$ cat src/rtl/div_seq_ctrl.sv
// Multi-cycle unsigned restoring divider sequencer for the MIPS DIV path.
// One shift-subtract step per clock; quotient goes to LO and remainder to HI.
module div_seq_ctrl #(
  parameter  int WIDTH = 4,
  localparam int CNT_W = $clog2(WIDTH) + 1
) (
  input  logic             clk,
  input  logic             rst_n,
  input  logic             start,
  input  logic             flush,
  input  logic [WIDTH-1:0] dividend,
  input  logic [WIDTH-1:0] divisor,
  output logic             busy,
  output logic             done,
  output logic [WIDTH-1:0] quotient,
  output logic [WIDTH-1:0] remainder,
  output logic             div_by_zero
);

  typedef enum logic [1:0] {
    IDLE = 2'd0,
    RUN  = 2'd1,
    DONE = 2'd2
  } state_e;

  state_e             state_q, state_d;
  logic [CNT_W-1:0]   cnt_q, cnt_d;
  logic [WIDTH:0]     r_q, r_d;
  logic [WIDTH-1:0]   q_q, q_d;
  logic [WIDTH-1:0]   d_q, d_d;
  logic [WIDTH-1:0]   quo_q, quo_d;
  logic [WIDTH-1:0]   rem_q, rem_d;
  logic               dbz_q, dbz_d;

  logic [WIDTH:0]     r_sh;
  logic [WIDTH+1:0]   diff;

  always_comb begin
    state_d = state_q;
    cnt_d   = cnt_q;
    r_d     = r_q;
    q_d     = q_q;
    d_d     = d_q;
    quo_d   = quo_q;
    rem_d   = rem_q;
    dbz_d   = dbz_q;
    // Extra sign bit on the trial subtraction; R < D always, so the shifted R fits in WIDTH+1 bits.
    r_sh    = {r_q[WIDTH-1:0], q_q[WIDTH-1]};
    diff    = {r_q, q_q[WIDTH-1]} - {2'b00, d_q};

    case (state_q)
      RUN: begin
        if (flush) begin
          state_d = IDLE;
        end else begin
          q_d   = {q_q[WIDTH-2:0], ~diff[WIDTH+1]};
          r_d   = diff[WIDTH+1] ? r_sh : diff[WIDTH:0];
          cnt_d = cnt_q + 1'b1;
          if (cnt_q == CNT_W'(WIDTH - 1)) begin
            state_d = DONE;
            quo_d   = q_d;
            rem_d   = r_d[WIDTH-1:0];
            dbz_d   = 1'b0;
          end
        end
      end
      IDLE, DONE: begin
        state_d = IDLE;
        if (start && !flush) begin
          if (divisor == '0) begin
            state_d = DONE;
            quo_d   = '1;
            rem_d   = dividend;
            dbz_d   = 1'b1;
          end else begin
            state_d = RUN;
            q_d     = dividend;
            r_d     = '0;
            d_d     = divisor;
            cnt_d   = '0;
          end
        end
      end
      default: state_d = IDLE;
    endcase
  end

  always_ff @(posedge clk or negedge rst_n) begin
    if (!rst_n) begin
      state_q <= IDLE;
      cnt_q   <= '0;
      r_q     <= '0;
      q_q     <= '0;
      d_q     <= '0;
      quo_q   <= '0;
      rem_q   <= '0;
      dbz_q   <= 1'b0;
    end else begin
      state_q <= state_d;
      cnt_q   <= cnt_d;
      r_q     <= r_d;
      q_q     <= q_d;
      d_q     <= d_d;
      quo_q   <= quo_d;
      rem_q   <= rem_d;
      dbz_q   <= dbz_d;
    end
  end

  assign busy        = (state_q == RUN);
  assign done        = (state_q == DONE);
  assign quotient    = quo_q;
  assign remainder   = rem_q;
  assign div_by_zero = dbz_q;

endmodule

$ cat config.mk
export PLATFORM = sky130hd
export DESIGN_NAME = div_seq_ctrl
export DESIGN_NICKNAME = d
export VERILOG_FILES = /design/src/rtl/div_seq_ctrl.sv
export SDC_FILE = /design/constraint.sdc
export NUM_CORES = 1
export LEC_CHECK = 0
export CORE_UTILIZATION = 45
export DETAILED_ROUTE_END_ITERATION = 10
export HOLD_SLACK_MARGIN = 0.1
export PLACE_DENSITY = 0.71
export SKIP_LAST_GASP = 1
export SYNTH_ARGS = -nofsm -noshare
export SYNTH_HDL_FRONTEND = slang
export SYNTH_SLANG_ARGS = --single-unit
$ cat constraint.sdc
create_clock -name clk -period 2.22 [get_ports clk]
set_input_delay 0.333 -clock clk [delete_from_list [all_inputs] [get_ports clk]]
set_output_delay 0.333 -clock clk [all_outputs]
set_load 0.1 [all_outputs]
== Yosys cells after proc, flatten, opt, wreduce, memory -nomap -nowiden ==
Index checks and enable logic that the tools add are counted.
Word-level totals
  register bits: 27
  latch bits: 0
  bits in writable memories: 0
  memory bits (read-only): 0
  input bits: 12
  output and inout bits: 11
  word-level logic and storage cells: 63
  memories: 0
Cells by class
  $add $sub $neg: 2
  multipliers: 0
  div/mod/pow operators: 0
  order comparisons: 0
  equal/unequal tests: 9
  shift operators: 0
  mux-type cells: 33
  bitwise gates (word level): 2
  reductions and logical operators: 9
Operators by type and width (number)
  $mux 4: 11
  $pmux 4 s2: 3
  $mux 5: 4
  $pmux 5 s2: 1
  $mux 3: 3
  $mux 2: 4
  $ne 2x2->1 const B: 4
  $pmux 3 s2: 1
  $sub 6x4->6: 1
  $reduce_and 5->1: 1
  $logic_not 4->1: 1
  $mux 1: 4
  $pmux 2 s2: 1
  $reduce_and 4->1: 1
  $add 3x1->3 const B: 1
  $eq 3x2->1 const B: 1
  $ne 3x2->1 const B: 1
  $reduce_and 3->1: 1
  $eq 2x1->1 const B: 1
  $eq 2x2->1 const B: 1
  $logic_not 2->1: 1
  $ne 2x1->1 const B: 1
  $not 1->1: 2
  $pmux 1 s2: 1
  4 further kinds: 4

== Depth between registers and ports, before layout ==
Gate-level depths: netlist of run 1.
  depth after elaboration: 5
  depth in mapped cells: 9
  mapped depth without buffers: 9

== Worst setup path after synthesis of run 1 ==
OpenSTA, ideal clock, no wires.
  path kind: register to register
  start point: register state_q[0]
  end point: register r_q[0]
  setup time: 133 ps
  arrival time: 2711 ps
  required time: 2087 ps
  setup slack: -624 ps
  cell stages (with the launch flop): 7
  cell sequence: dfrtp_1 > nor2b_1 > nand2b_1 > and2_1 > buf_2 > nand2_1 > o21ai_0
Between the ends
  elaborated cells between the ends (all ways): 10
RTL lines
  from (decl): line 26  | state_e state_q, state_d;
  from (signal assigned): line 99  | state_q <= state_d;
  $eq 2x1->1 *
  named net busy: line 13  | output logic busy,
  $ne 2x2->1 (no line) or $reduce_bool 2->1 (tied branches)
  $reduce_and 4->1 (no line)
  to (signal assigned): line 101  | r_q <= r_d;
  to (decl): line 28  | logic [WIDTH:0] r_q, r_d;
The timed path passes the listed nets; every way through them passes the cells marked *.
A chain may end at the register's enable or synchronous reset.

== Final worst setup path of run 1 ==
  start point: register d_q[1]
  end point: register rem_q[0], in the netlist remainder[0]
Between the ends
  cells in the longest elaborated chain, start to end: 5
RTL lines
  from (decl): line 30  | logic [WIDTH-1:0] d_q, d_d;
  from (signal assigned): line 94  | d_q <= '0;
  from (signal assigned): line 103  | d_q <= d_d;
  $sub 6x4->6: line 49  | diff = {r_q, q_q[WIDTH-1]} - {2'b00, d_q};
  $mux 5: line 57  | r_d = diff[WIDTH+1] ? r_sh : diff[WIDTH:0];
  $mux 4: line 59  | if (cnt_q == CNT_W'(WIDTH - 1)) begin
  $mux 4: line 53  | if (flush) begin
  $pmux 4 s2: line 51  | case (state_q)
  to (signal assigned): line 105  | rem_q <= rem_d;
  to (decl): line 32  | logic [WIDTH-1:0] rem_q, rem_d;
Every way passes these cells. The select of a mux whose other input is x is not followed.

==> summary.txt, run 1 <==
Floorplanning
  • Area of the core: 3050 um2
  • Die X: 58.8 um
  • # rows: 20
  • Die footprint: 3460 um2
  • Initial core utilization: 47.6%
  • Die height: 58.8 um
  • I/O Pins: 23

Timing
  • Peak Freq: 463 MHz
  • Final min period: 2.16 ns
  • Slew margin rel.: 69.3%
  • Layout Skew: 0.00211 ns
  • Final setup fails: 0
  • Hold Violations, Final: 0
  • Final period util: 97.4%
  • Slew at the pin closest to its max-slew limit: 0.460 ns
  • RSZ-0062 raised after global routing: true
  • Setup TNS: 0 ns
  • Slew Viols, Final: 0

CTS
  • Clock Tree Root: clkbuf_4
  • Clock sinks: 27
  • CTS tree: yes
  • CTS Buffer Depth: 2
  • CTS clk-pin slew, worst paths: 0.15 ns
  • CTS H-tree lvls: 1
  • Clk_lat worst skew: 0.33 ns
  • TritonCTS buffer count: 3
  • Hold-fix buffers at CTS: 0

Setup path
  • Critical path required time: 2.49 ns
  • CP max FO: 5
  • Startpoint class of the critical path: register
  • Setup crit end: remainder[0]
  • Critical Path End Type: register
  • R2R Setup Slk: 0.06 ns
  • Critical Path Start: d_q[1]
  • R2r endpoint: remainder[0]
  • Critical Path AT: 2.43 ns
  • Critical path class: reg -> reg
  • Path depth of the worst reg2reg path: 7
  • RR Startpoint: d_q[1]

Routing
  • Routed wire length: 3330 um
  • DR vias/cell: 5.51
  • Remaining DRCs: 0
  • DRT Pass-1 Iters: 4
  • ANT nets after route: 0
  • Via count: 1201
  • DR iter-0 viols: 59
  • Drt wl/cell: 15.3 um

Pwr
  • Worst vdd ir: 0.636 mV
  • Combinational share of power: 60.4%
  • Sw Share: 49.5%
  • Pleak: 0.852 nW
  • Pwr Density: 1360 nW/um2
  • Clock power frac: 8.8%
  • Pint: 0.00126 W
  • Net Sw Power: 0.00124 W
  • Seq pwr share: 30.8%
  • Total power draw: 0.00250 W

Final layout
  • Diodes inserted: 0
  • Most frequent cells in the layout: dfrtp_1 (27), buf_4 (23), nand2_1 (16)
  • Area Growth Syn to Fin: 26.0%
  • Finished Cell Area: 1830 um2
  • Fraction of layout cells with a size suffix above 1: 23.6%
  • Most common cell after layout, fill and taps aside: dfrtp_1
  • Final Net Count: 194
  • Non-Filler Instances: 218

Synthesis
  • Mapped cell area: 1450 um2
  • Yosys warns: 0
  • Netlist cell types: 42
  • Post-synth EDFFs: 0
  • Seq/Total Area, Yosys: 46.5%
  • Post-synth ARST share: 100%
  • Syn nets: 157
  • Yosys reg bits: 27
  • Syn Area/Cell: 10.5 um2
  • Mapped Cells: 138
  • Most used DFF post-synth: dfrtp_1

Global route
  • Overall Global Routing Usage: 20.8%
  • Largest net degree at the start of global routing: 28
  • Total congestion overflow: 0
  • Wire length of the first global-routing pass: 5320 um
  • Number of global-route vias before repair: 1153
  • Initial antenna violation count: 0

Job
  • Max-cap violations: 0

Run status
  • Status: completed

Placed design
  • Number of buffers added on ports: 22
  • Dpl hpwl: 2550 um
  • Gpl congestion: 0.815
  • Area after DPL: 1800 um2
  • Placed Instances: 213

Hold path
  • Min-Delay Path Class: in -> async
cells by family (layout without fill, tap and decap cells):
group / Yosys count / count (layout) / synth area share [%]
AO/OA/AOI/OAI: 41 / 41 / 21.0
XOR/XNOR: 1 / 1 / 0.603
AND/OR/NAND/NOR: 41 / 41 / 15.5
buffers and inverters: 12 / 48 / 3.18
multiplexers: 9 / 9 / 6.71
adder cells (fa/ha/maj): 7 / 7 / 6.54
flip-flops: 27 / 27 / 46.5
metrics by stage:
stage,utilization (%),hold slack [ns],setup WS (ns)
final,60.0,0.349,0.0587
after global placement,58.9,0.455,0.124
after CTS,59.8,0.362,0.0137
after global routing,60.0,0.360,-0.0329
after detailed placement,58.9,0.481,0.0453
after floorplan,-,0.0374,0.0108
power by group through the flow:
stage / Combinational, W / Sequential (W) / Clock [W]
5_1_grt: 0.00161 / 0.000786 / 0.000242
3_3_place_gp: 0.00145 / 0.000767 / 0
3_5_place_dp: 0.00148 / 0.000780 / 0
6_report: 0.00151 / 0.000771 / 0.000220
2_1_floorplan: 0.000669 / 0.00122 / 0
4_1_cts: 0.00148 / 0.000769 / 0.000228
Yosys cell counts, drive strengths merged, types with 2 or more instances:
master,count,area [um2]
o21ai,17,88.8
nor2,6,22.5
clkbuf,2,7.51
mux2,3,37.5
dfrtp,27,676
nor2b,3,26.3
a22oi,2,15.0
o22ai,2,12.5
a21o,2,15.0
nor3b,3,32.5
nand2b,2,12.5
a22o,5,43.8
nand2,16,60.1
mux2i,6,60.1
o22a,4,36.3
ha,6,75.1
o21a,2,15.0
and2,4,25.0
inv,8,30.0
final cells by class:
class,instances,area [um2]
fill,284,1220
clock buffer,3,22.5
inverter,9,33.8
tap,44,55.1
sequential,27,676
timing repair buffer,35,303
multi-input combinational,99,737
clock inverter,1,5.00
critical path: stages, from the launching register on:
cell	delay, ns
dfrtp_1	0.40
inv_1	0.10
ha_1	0.23
nor2b_4	0.13
o31a_4	0.30
o311ai_4	0.34
mux2_2	0.39
a31oi_1	0.18
sequential cells by signal (all words and copies together), names as in the netlist:
register	cells
quotient	4
cnt_q	3
remainder	4
r_q	5
state_q	2
d_q	4
q_q	4
div_by_zero	1
layer usage:
layer	global-route usage [%]	vias up	part of all wire, %	routed length [um]
met3	5.93	5	4.7	156
li1	-	567	-	-
met4	6.46	0	0.96	32
met5	0	-	0	0
met2	34.6	30	49	1640
met1	26.1	599	45	1490
what timing repair did:
| item | in CTS | in global routing |
|---|---|---|
| setup endpoints to repair | 0 | 3 |
| setup buffers | 0 | 1 |
| gates resized for setup | 0 | 1 |
worst min path at each step:
stage / from / end / slack (ns) / cells after the start
floorplan: rst_n / cnt_q[0] / 0.04 / 0
global placement: cnt_q[1] / cnt_q[1] / 0.45 / 2
detailed placement: quotient[2] / quotient[2] / 0.48 / 1
CTS: rst_n / r_q[3] / 0.36 / 2
global route: rst_n / r_q[2] / 0.36 / 2
finish: rst_n / d_q[3] / 0.35 / 2
(Power assumes the default switching activity.)
==> inputs of run 2 (changes only) <==
--- a/config.mk
+++ b/config.mk
@@ -5,10 +5,11 @@
 export SDC_FILE = /design/constraint.sdc
 export NUM_CORES = 1
 export LEC_CHECK = 0
-export CORE_UTILIZATION = 45
+export CAP_MARGIN = 20
+export CORE_UTILIZATION = 47
 export DETAILED_ROUTE_END_ITERATION = 10
 export HOLD_SLACK_MARGIN = 0.1
-export PLACE_DENSITY = 0.71
+export PLACE_DENSITY = 0.74
 export SKIP_LAST_GASP = 1
 export SYNTH_ARGS = -nofsm -noshare
 export SYNTH_HDL_FRONTEND = slang
==> run 2 against run 1 <==
  * Via count shrank 2.0%
  * Non-clock buffer count grew 1
  * Critical path type unchanged
  * Routed wire length shrank 0.84%
  * Critical path depth is the same
  * Fmax grew 1.6%
  * Highest routed layer unchanged
==> summary.txt, run 2 (same netlist as run 1, synthesis figures left out) <==
Setup path
  • Crit path cell chain: inv_1 > ha_1 > nor2b_4 > o31a_4 > o311ai_4 > mux2_2 > a31oi_1
  • R2R Setup Slk: 0.09 ns (+0.03 ns)
  • Top delay family on crit path: compound AO/OA/AOI/OAI gates
  • Critical Path End Type: register
  • CP max FO: 4 (-1)
  • WP buf/inv: 1 (unchanged)
  • Critical path required time: 2.47 ns (-0.02 ns)
  • RR Startpoint: d_q[1]
  • Critical path class: reg -> reg
  • CP max stage cell: dfrtp_1
  • Critical Path AT: 2.38 ns (-0.05 ns)
  • Critical Path Start: d_q[1]
  • Critical Path Max Stage Delay: 0.41 ns (about the same)
  • Startpoint class of the critical path: register
  • Path depth of the worst reg2reg path: 7 (unchanged)
  • R2r endpoint: remainder[0]

Floorplanning
  • Die X: 57.6 um (-2.1%)
  • # rows: 19 (-5.0%)
  • Die footprint: 3320 um2 (-4.1%)
  • Die height: 57.6 um (-2.1%)
  • I/O Pins: 23 (unchanged)
  • Area of the core: 2850 um2 (-6.6%)
  • Initial core utilization: 51.0% (+3.3 points)

Routing
  • DR vias/cell: 5.71 (+3.7%)
  • ANT nets after route: 0 (unchanged)
  • Remaining DRCs: 0 (unchanged)
  • Via count: 1177 (-2.0%)
  • Routed wire length: 3300 um (-0.84%)
  • Drt wl/cell: 16.0 um (+4.9%)
  • DR iter-0 viols: 58 (-1.7%)
  • DRT Pass-1 Iters: 4 (unchanged)

Job
  • Max-cap violations: 0 (unchanged)

Pwr
  • Pleak: 0.856 nW (+0.47%)
  • Pwr Density: 1390 nW/um2 (+1.7%)
  • Worst vdd ir: 0.899 mV (+41%)

Placed design
  • Dpl hpwl: 2540 um (-0.20%)
  • Number of buffers added on ports: 22 (unchanged)
  • Pre-CTS setup slack: 0.0467 ns (+0.00132 ns)
  • Gpl congestion: 0.817 (+0.21%)

Timing
  • Setup TNS: 0 ns (unchanged)
  • Final period util: 95.8% (-1.6 points)
  • Slew margin rel.: 71.8% (+2.5 points)
  • Slew at the pin closest to its max-slew limit: 0.419 ns (-0.0409 ns)
  • Layout Skew: 0.00753 ns (+0.00542 ns)
  • Slew Viols, Final: 0 (unchanged)
  • Final min period: 2.13 ns (-0.0347 ns)
  • Hold Violations, Final: 0 (unchanged)
  • Setup WS post-layout: 0.0933 ns (+0.0347 ns)
  • Peak Freq: 470 MHz (+1.6%)
  • Final setup fails: 0 (unchanged)

CTS
  • CTS clk-pin slew, worst paths: 0.15 ns (about the same)
  • CTS tree: yes
  • CTS H-tree lvls: 1 (unchanged)
  • Hold-fix buffers at CTS: 0 (unchanged)
  • Clock Tree Root: clkbuf_4
  • TritonCTS buffer count: 3 (unchanged)
  • Clk_lat worst skew: 0.32 ns (about the same)
  • CTS Buffer Depth: 2 (unchanged)
  • Clock sinks: 27 (unchanged)

Final layout
  • Area Growth Syn to Fin: 26.4%
  • Largest register FFs: 5 (unchanged)
  • Most common cell after layout, fill and taps aside: dfrtp_1
  • Diodes inserted: 0 (unchanged)
  • Largest Register: r_q
  • Most frequent cells in the layout: dfrtp_1 (27), buf_4 (23), o21ai_0 (16), nand2_1 (16), clkdlybuf4s50_1 (11)
  • Fraction of layout cells with a size suffix above 1: 24.0% (+0.44 points)
  • Final Net Count: 195 (+0.52%)
  • Fillers: 243 (-14%)

Global route
  • Initial antenna violation count: 0 (unchanged)
  • Total congestion overflow: 0 (unchanged)
  • Largest net degree at the start of global routing: 28 (unchanged)
  • Overall Global Routing Usage: 22.4% (+1.6 points)
  • Number of global-route vias before repair: 1219 (+5.7%)
  • Wire length of the first global-routing pass: 5670 um (+6.6%)

Run status
  • Status: completed

Hold path
  • Min-Delay Path Class: in -> async
-- run 2: how the worst max path moves through the flow --
stage	to	cells past startpoint
floorplan	r_q[0]	6
global placement	remainder[0]	7
detailed placement	remainder[0]	7
CTS	remainder[1]	7
global route	remainder[0]	7
finish	remainder[0]	7
-- run 2: per-layer routing --
metal  GRT usage (%)  up-vias  part of all wire, %
met5               0        -                    0
met4            4.88        0                  1.5
met3            2.68        4                  2.0
met2            37.7       20                   49
met1            31.2      587                   48
li1                -      566                    -
-- run 2: power by group --
group / switching (W) / total, W / internal, W / leakage, nW
sequential: 0.000128 / 0.000767 / 0.000639 / 0.342
combinational: 0.000979 / 0.00157 / 0.000591 / 0.499
clock: 0.000144 / 0.000215 / 0.0000703 / 0.0150
-- run 2: layout make-up --
type                    count  area (um2)  area share (%)
multi-input cells          99         741            40.3
inverters                   9        33.8            1.84
well taps                  31        38.8            2.11
flip-flops and latches     27         676            36.8
clock buffers               4        26.3            1.43
repair buffers             36         323            17.6
-- run 2: timing repair --
item	4_1_cts	5_1_grt
endpoints found under the hold margin	0	0
resized for setup	0	1
setup buffers	0	1
endpoints found under the setup margin	0	4
-- run 2: per-stage QoR --
stage / util (%) / total power [W] / hold slack [ns] / cells / cell area (um2)
floorplan: - / 0.00189 / 0.0374 / 138 / 1460
global placement: 63.1 / 0.00224 / 0.452 / 201 / 1800
detailed placement: 63.1 / 0.00228 / 0.464 / 201 / 1800
CTS: 64.0 / 0.00250 / 0.373 / 205 / 1830
global route: 64.4 / 0.00270 / 0.380 / 206 / 1840
finish: 64.4 / 0.00255 / 0.363 / 206 / 1840
